File: src/rtl/ctr_sched_pkg.sv
// Shared types and time-pulse constants for the counter-cycle scheduler.
package ctr_sched_pkg;

    typedef enum logic {
        ST_INST = 1'b0,
        ST_CTR  = 1'b1
    } state_t;

    typedef enum logic {
        DIR_PLUS  = 1'b0,
        DIR_MINUS = 1'b1
    } dir_t;

    localparam int TP_T07 = 6;
    localparam int TP_T12 = 11;

endpackage

File: src/rtl/ctr_priority_enc.sv
// Lowest-index-first priority encoder; bit 0 has the highest priority.
module ctr_priority_enc #(
    parameter int N  = 20,
    parameter int IW = $clog2(N)
) (
    input  logic [N-1:0]  req,
    output logic          valid,
    output logic [IW-1:0] idx
);

    // Scanning downward lets the lowest set bit overwrite any higher one.
    always_comb begin
        valid = |req;
        idx   = '0;
        for (int i = N - 1; i >= 0; i--) begin
            if (req[i]) begin
                idx = IW'(i);
            end
        end
    end

endmodule

File: src/rtl/counter_cycle_scheduler.sv
// Interleaves PINC/MINC counter cycles with instruction cycles on the T12 boundary.
// Optional overflow chaining into the next cell is built when CTR_OVF_CHAIN_EN is defined.
module counter_cycle_scheduler
    import ctr_sched_pkg::*;
#(
    parameter int NCELL     = 20,
    parameter int MAX_BURST = 3,
    parameter int IDX_W     = $clog2(NCELL)
`ifdef CTR_OVF_CHAIN_EN
    ,
    parameter logic [NCELL-1:0] CHAIN_MASK = NCELL'(1)
`endif
) (
    input  logic             CLOCK,
    input  logic             SIM_RST,
    input  logic [11:0]      TP,
    input  logic             GOJAM,
    input  logic             STOP,
    input  logic [NCELL-1:0] PINC_REQ,
    input  logic [NCELL-1:0] MINC_REQ,
    input  logic             OVF,
    input  logic             UNF,
    output logic             CTR_CYCLE,
    output logic [IDX_W-1:0] CTR_IDX,
    output logic             CTR_DIR,
    output logic             CTR_OVF,
    output logic             CTR_PEND,
    output logic             BURST_YIELD
);

    localparam int BW = $clog2(MAX_BURST + 1);

    state_t           state_q, state_n;
    dir_t             dir_q, dir_n;
    logic [IDX_W-1:0] idx_q, idx_n;
    logic [BW-1:0]    burst_q, burst_n;
    logic             yield_q, yield_n;
    logic             ovf_q, ovf_n;
    logic [NCELL-1:0] pp_q, pp_n;
    logic [NCELL-1:0] mp_q, mp_n;
    logic [1:0]       tp_q;

    logic             tp_ok;
    logic             t07_ev;
    logic             t12_ev;
    logic             end_ctr;
    logic             ovf_hit;
    logic             win_valid;
    logic [IDX_W-1:0] win_idx;
    logic [NCELL-1:0] pinc_eff;

    // Events are taken only from a clean one-hot pulse level; an idle timer produces none.
    assign tp_ok   = (TP != 12'd0) && ((TP & (TP - 12'd1)) == 12'd0);
    assign t07_ev  = tp_ok && TP[TP_T07] && !tp_q[0];
    assign t12_ev  = tp_ok && TP[TP_T12] && !tp_q[1];
    assign end_ctr = t12_ev && (state_q == ST_CTR);
    assign ovf_hit = t07_ev && (state_q == ST_CTR) &&
                     ((dir_q == DIR_MINUS) ? UNF : OVF);

`ifdef CTR_OVF_CHAIN_EN
    logic [NCELL-1:0] chain_req;

    always_comb begin
        chain_req = '0;
        for (int i = 0; i < NCELL - 1; i++) begin
            if (ovf_hit && (dir_q == DIR_PLUS) && CHAIN_MASK[i] && (idx_q == IDX_W'(i))) begin
                chain_req[i+1] = 1'b1;
            end
        end
    end

    assign pinc_eff = PINC_REQ | chain_req;
`else
    assign pinc_eff = PINC_REQ;
`endif

    // Requests cancel against the opposite pending bit; the served bit survives only a same-direction request.
    always_comb begin
        pp_n = pp_q;
        mp_n = mp_q;
        for (int i = 0; i < NCELL; i++) begin
            if (pinc_eff[i] && !MINC_REQ[i]) begin
                if (mp_q[i]) mp_n[i] = 1'b0;
                else         pp_n[i] = 1'b1;
            end else if (MINC_REQ[i] && !pinc_eff[i]) begin
                if (pp_q[i]) pp_n[i] = 1'b0;
                else         mp_n[i] = 1'b1;
            end
        end
        if (end_ctr) begin
            if (dir_q == DIR_PLUS) begin
                if (!(pinc_eff[idx_q] && !MINC_REQ[idx_q])) pp_n[idx_q] = 1'b0;
            end else begin
                if (!(MINC_REQ[idx_q] && !pinc_eff[idx_q])) mp_n[idx_q] = 1'b0;
            end
        end
        if (GOJAM) begin
            pp_n = '0;
            mp_n = '0;
        end
    end

    // Arbitrate on the post-update pending set so a cancelled or just-served bit is never picked.
    ctr_priority_enc #(
        .N  (NCELL),
        .IW (IDX_W)
    ) u_prio (
        .req   (pp_n | mp_n),
        .valid (win_valid),
        .idx   (win_idx)
    );

    always_comb begin
        state_n = state_q;
        burst_n = burst_q;
        idx_n   = idx_q;
        dir_n   = dir_q;
        yield_n = yield_q;
        ovf_n   = ovf_hit;
        if (t12_ev) begin
            if (win_valid && !STOP && (burst_q < BW'(MAX_BURST))) begin
                state_n = ST_CTR;
                burst_n = burst_q + 1'b1;
                idx_n   = win_idx;
                dir_n   = dir_t'(mp_n[win_idx]);
                yield_n = 1'b0;
            end else begin
                state_n = ST_INST;
                burst_n = '0;
                yield_n = win_valid && !STOP && (burst_q >= BW'(MAX_BURST));
            end
        end
        if (GOJAM) begin
            state_n = ST_INST;
            burst_n = '0;
            yield_n = 1'b0;
            ovf_n   = 1'b0;
        end
    end

    always_ff @(posedge CLOCK) begin
        if (SIM_RST) begin
            state_q <= ST_INST;
            dir_q   <= DIR_PLUS;
            idx_q   <= '0;
            burst_q <= '0;
            yield_q <= 1'b0;
            ovf_q   <= 1'b0;
            pp_q    <= '0;
            mp_q    <= '0;
            tp_q    <= '0;
        end else begin
            state_q <= state_n;
            dir_q   <= dir_n;
            idx_q   <= idx_n;
            burst_q <= burst_n;
            yield_q <= yield_n;
            ovf_q   <= ovf_n;
            pp_q    <= pp_n;
            mp_q    <= mp_n;
            tp_q    <= {TP[TP_T12], TP[TP_T07]};
        end
    end

    assign CTR_CYCLE   = (state_q == ST_CTR);
    assign CTR_IDX     = idx_q;
    assign CTR_DIR     = dir_q;
    assign CTR_OVF     = ovf_q;
    assign CTR_PEND    = |(pp_q | mp_q);
    assign BURST_YIELD = yield_q;

endmodule

File: config.mk
export PLATFORM = sky130hd
export DESIGN_NAME = counter_cycle_scheduler
export DESIGN_NICKNAME = d
export VERILOG_FILES = /design/src/rtl/ctr_sched_pkg.sv /design/src/rtl/ctr_priority_enc.sv /design/src/rtl/counter_cycle_scheduler.sv
export SDC_FILE = /design/constraint.sdc
export NUM_CORES = 1
export LEC_CHECK = 0
export ABC_CLOCK_PERIOD_IN_PS = 4200
export CAP_MARGIN = 20
export CORE_ASPECT_RATIO = 1.25
export CORE_UTILIZATION = 48
export CTS_CLUSTER_DIAMETER = 120
export CTS_CLUSTER_SIZE = 28
export DETAILED_ROUTE_END_ITERATION = 16
export PLACE_DENSITY = 0.85
export REMOVE_ABC_BUFFERS = 1
export SETUP_SLACK_MARGIN = 0.2
export SLEW_MARGIN = 0
export SYNTH_ARGS = -nofsm -noshare
export SYNTH_HDL_FRONTEND = slang
export SYNTH_HIERARCHICAL = 1
export SYNTH_SLANG_ARGS = --single-unit
File: constraint.sdc
create_clock -name CLOCK -period 4.2 [get_ports CLOCK]
set_clock_uncertainty 0.15 [all_clocks]
set_input_delay 0.63 -clock CLOCK [delete_from_list [all_inputs] [get_ports CLOCK]]
set_output_delay 0.63 -clock CLOCK [all_outputs]
set_load 0.02 [all_outputs]
==> metrics.yaml <==
die_h_um: 102.0
ir_worst_vdd_uv: 157.0
cts.clk_slew.worst_paths_ps: 110
pre_cts_slack_ps: -1195
synth_compound_area_share_pct: 30.20
root_buffer: "clkbuf_8"
wl_per_cell_um: 20.10
gp_congestion: 1.022
setup_viol: 8
async_flop_share_pct: 0
overflow: 0
h-tree-depth: 2
start_util_pct: 49.29
syn_avg_cell_area_um2: 7.153
fmax_mhz: 216.6
num-nets-final: 814
synth_edf_count: 0
cts_sinks: 53
period_minus_slack_ps: 4618
final_cells: 851
crit_type: "input port to register"
syn_area_mm2: 0.003841
dp.cells: 829
die_width_um: 82.01
drtIter0Drc: 389
postRouteWirelength_mm: 17.11
numCtsBuffers: 5
drt_pre_antenna_iters: 7
synth-xor-area-share_pct: 0
grt_pass1_wl_mm: 25.30
drcViolationCount: 0
timing.final.ws_setup_ps: -417.9
grt_max_degree: 33
synth_ff_type: "dfxtp_1"
place_area_mm2: 0.005728
startpoint_type: "input port"
rsz0062_at_grt: "true"
fp.dieArea_mm2: 0.008366
yosys-top-cells-area: "dfxtp_1 28%, o21ai_0 11%, nor2_1 8.3%"
vias: 5277
slowest_stage: "mux4_2"
violations: "negative setup slack"
crit_fanout: 15
fin_crit_sh_pct: 109.9
numPortBuffers: 67
hold_violations: 0
rows: 36
dp_hpwl_mm: 13.10
critPathRequiredTime_ps: 4270
outcome: "finished with violations"
worstMarginPinSlew_ps: 761.1
cts_hold_buf: 0
routed_via_density: 6.201
synth_area_leader_cell: "dfxtp_1"
area_growth_pct: 62.05
yosys.area_share.simple_pct: 28.18
pwr_density_cell_mw_per_mm2: 234.4
ys_seq_area_share_pct: 27.62
synth.top_cell.area_share_pct: 27.62
insertion_delay_ps: 330
synth_fa_ha_area_share_pct: 0.8469
cp.arrival_ps: 4680
io_pins: 68
grt_pass1_vias: 5185
drive_above_1_share_pct: 32.54
cpPeakStageDelay_ps: 510
cts_tree: "built"
power_leakage_nw: 2.457
synthMuxAreaShare_pct: 7.296
postSynthCellCount: 537
hp-class: "register to register"
relSlewSlack_pct: 49.26
end_kind: "register"
synth_top_family_by_area: "compound AO/OA/AOI/OAI gates"
antennaDiodeCount: 0
cpMostUsedCell: "buf_4"
core_mm2: 0.007792
drv_slew: 0
worstPathCellList: "clkdlybuf4s50_1 > mux4_2 > a22o_1 > a21oi_4 > a211oi_4 > buf_4 > o41ai_1 > o21ai_1 > buf_4 > buf_4 > o311ai_2 > a2111oi_4 > buf_4 > buf_4 > a2111oi_2 > nand4b_1 > o2111ai_2"
yosysUniqueCellTypes: 61
ys_warn_count: 6
final_area_mm2: 0.006225
max_cap_violations: 0
ant_nets: 0
antenna_found_initial: 0
cts.path.max_buffers: 2
synth-seq-cells: 53
grt_usage_pct: 41.18
fill_cells: 586
==> path summary, 6_finish.rpt <==
kind / to / from / cells past startpoint / slack (ps)
worst max register to register: CTR_DIR / CTR_IDX[0] / 19 / -390
worst min register to register: BURST_YIELD / BURST_YIELD / 2 / 330
worst max-delay path: CTR_DIR / MINC_REQ[16] / 17 / -420
worst min-delay path: BURST_YIELD / BURST_YIELD / 2 / 330
==> per-layer routing <==
layer,routed length [µm],global-route usage [%],vias to the layer above
li1,-,-,2416
met5,0,0,-
met3,1452,9.732,92
met1,6056,42.82,2450
met4,1252,30.77,0
met2,8347,70.76,319
==> placed cells by master, fill, tap and decap left out, drive strengths merged, types with 2 or more instances in the layout <==
| cell | netlist | routed |
|---|---|---|
| dlygate4sd2 | 0 | 12 |
| nor3 | 6 | 6 |
| nand4 | 6 | 6 |
| and3b | 2 | 2 |
| a22oi | 3 | 3 |
| mux2i | 13 | 13 |
| or3b | 2 | 2 |
| nor3b | 6 | 6 |
| o31ai | 6 | 6 |
| clkbuf | 19 | 6 |
| buf | 6 | 170 |
| a211oi | 2 | 2 |
| mux4 | 6 | 6 |
| maj3 | 2 | 2 |
| o21ai | 84 | 84 |
| nand4b | 2 | 2 |
| nor4 | 21 | 21 |
| dfxtp | 53 | 53 |
| o32ai | 2 | 2 |
| clkdlybuf4s50 | 0 | 50 |
| nand3 | 7 | 7 |
| a21oi | 44 | 44 |
| nor2 | 85 | 85 |
| a2111oi | 2 | 2 |
| nor2b | 5 | 5 |
| or3 | 4 | 4 |
| inv | 28 | 28 |
| o211ai | 14 | 14 |
| nand2 | 54 | 54 |
| and3 | 2 | 2 |
| nand2b | 7 | 7 |
| clkdlybuf4s15 | 0 | 3 |
| nand3b | 6 | 6 |
| o41ai | 13 | 13 |
| or2 | 4 | 4 |
| o311ai | 4 | 4 |
==> worst max-delay path, delay by kind of cell <==
family,cells,cell delay [ps]
multiplexers,1,510
AO/OA/AOI/OAI,9,2100
AND/OR/NAND/NOR,1,180
buffers and inverters,6,1270
==> metrics by stage <==
stage	TNS (ps)	utilization, %	power [mW]	hold slack [ps]
CTS	-1096	77.26	1.409	337.6
floorplan	-1769	-	0.7215	285.6
detailed placement	-8145	73.51	1.004	315.5
finish	-1273	79.88	1.459	334.8
global placement	-7010	73.51	0.9959	294.2
global route	-2896	79.88	1.506	367.4
==> cell usage after synthesis, types with 3 or more instances <==
master / count
a22oi_1: 3
nand3b_1: 5
inv_1: 28
nor2_1: 85
mux2i_1: 13
o21ai_0: 84
o31ai_1: 6
nor3_1: 6
nand2_1: 54
or3_1: 4
mux4_2: 5
nor3b_1: 5
nor4_1: 20
clkbuf_1: 19
nor2b_1: 5
nand3_1: 7
buf_2: 3
o211ai_1: 14
nand4_1: 6
o41ai_1: 11
nand2b_1: 7
a21oi_1: 43
or2_2: 4
dfxtp_1: 53
==> what timing repair did <==
action,in CTS,in global routing
setup endpoints to repair,10,10
pin swaps,29,16
cloned,0,0
buffers inserted,8,6
gates resized for setup,68,33
==> where the power goes <==
group          internal (mW)  switching (mW)  total, mW
combinational          0.276           0.261      0.537
clock                  0.194           0.197      0.392
sequential             0.516          0.0145      0.531
total                  0.987           0.473       1.46
==> cell type report <==
class / count / area, µm² / area share, %
Inverter: 29 / 110.1 / 1.769
Multi-Input combinational cell: 430 / 2819 / 45.29
Timing Repair Buffer: 236 / 1992 / 32.00
Clock inverter: 2 / 37.54 / 0.6030
Tap cell: 95 / 118.9 / 1.910
Clock buffer: 6 / 82.58 / 1.327
Sequential cell: 53 / 1065 / 17.11
==> flip-flops by register name, summed over array words and instances, names as in the netlist <==
signal       cells
mp_q            20
pp_q            20
CTR_IDX          5
burst_q          2
tp_q             2
BURST_YIELD      1
CTR_CYCLE        1
CTR_DIR          1
CTR_OVF          1
==> cell families after synthesis <==
| group | Yosys count |
|---|---|
| AO/OA/AOI/OAI | 184 |
| adder cells (fa/ha/maj) | 3 |
| buffers and inverters | 54 |
| flip-flops | 53 |
| multiplexers | 20 |
| AND/OR/NAND/NOR | 223 |
Power figures use the tool's default switching activity.
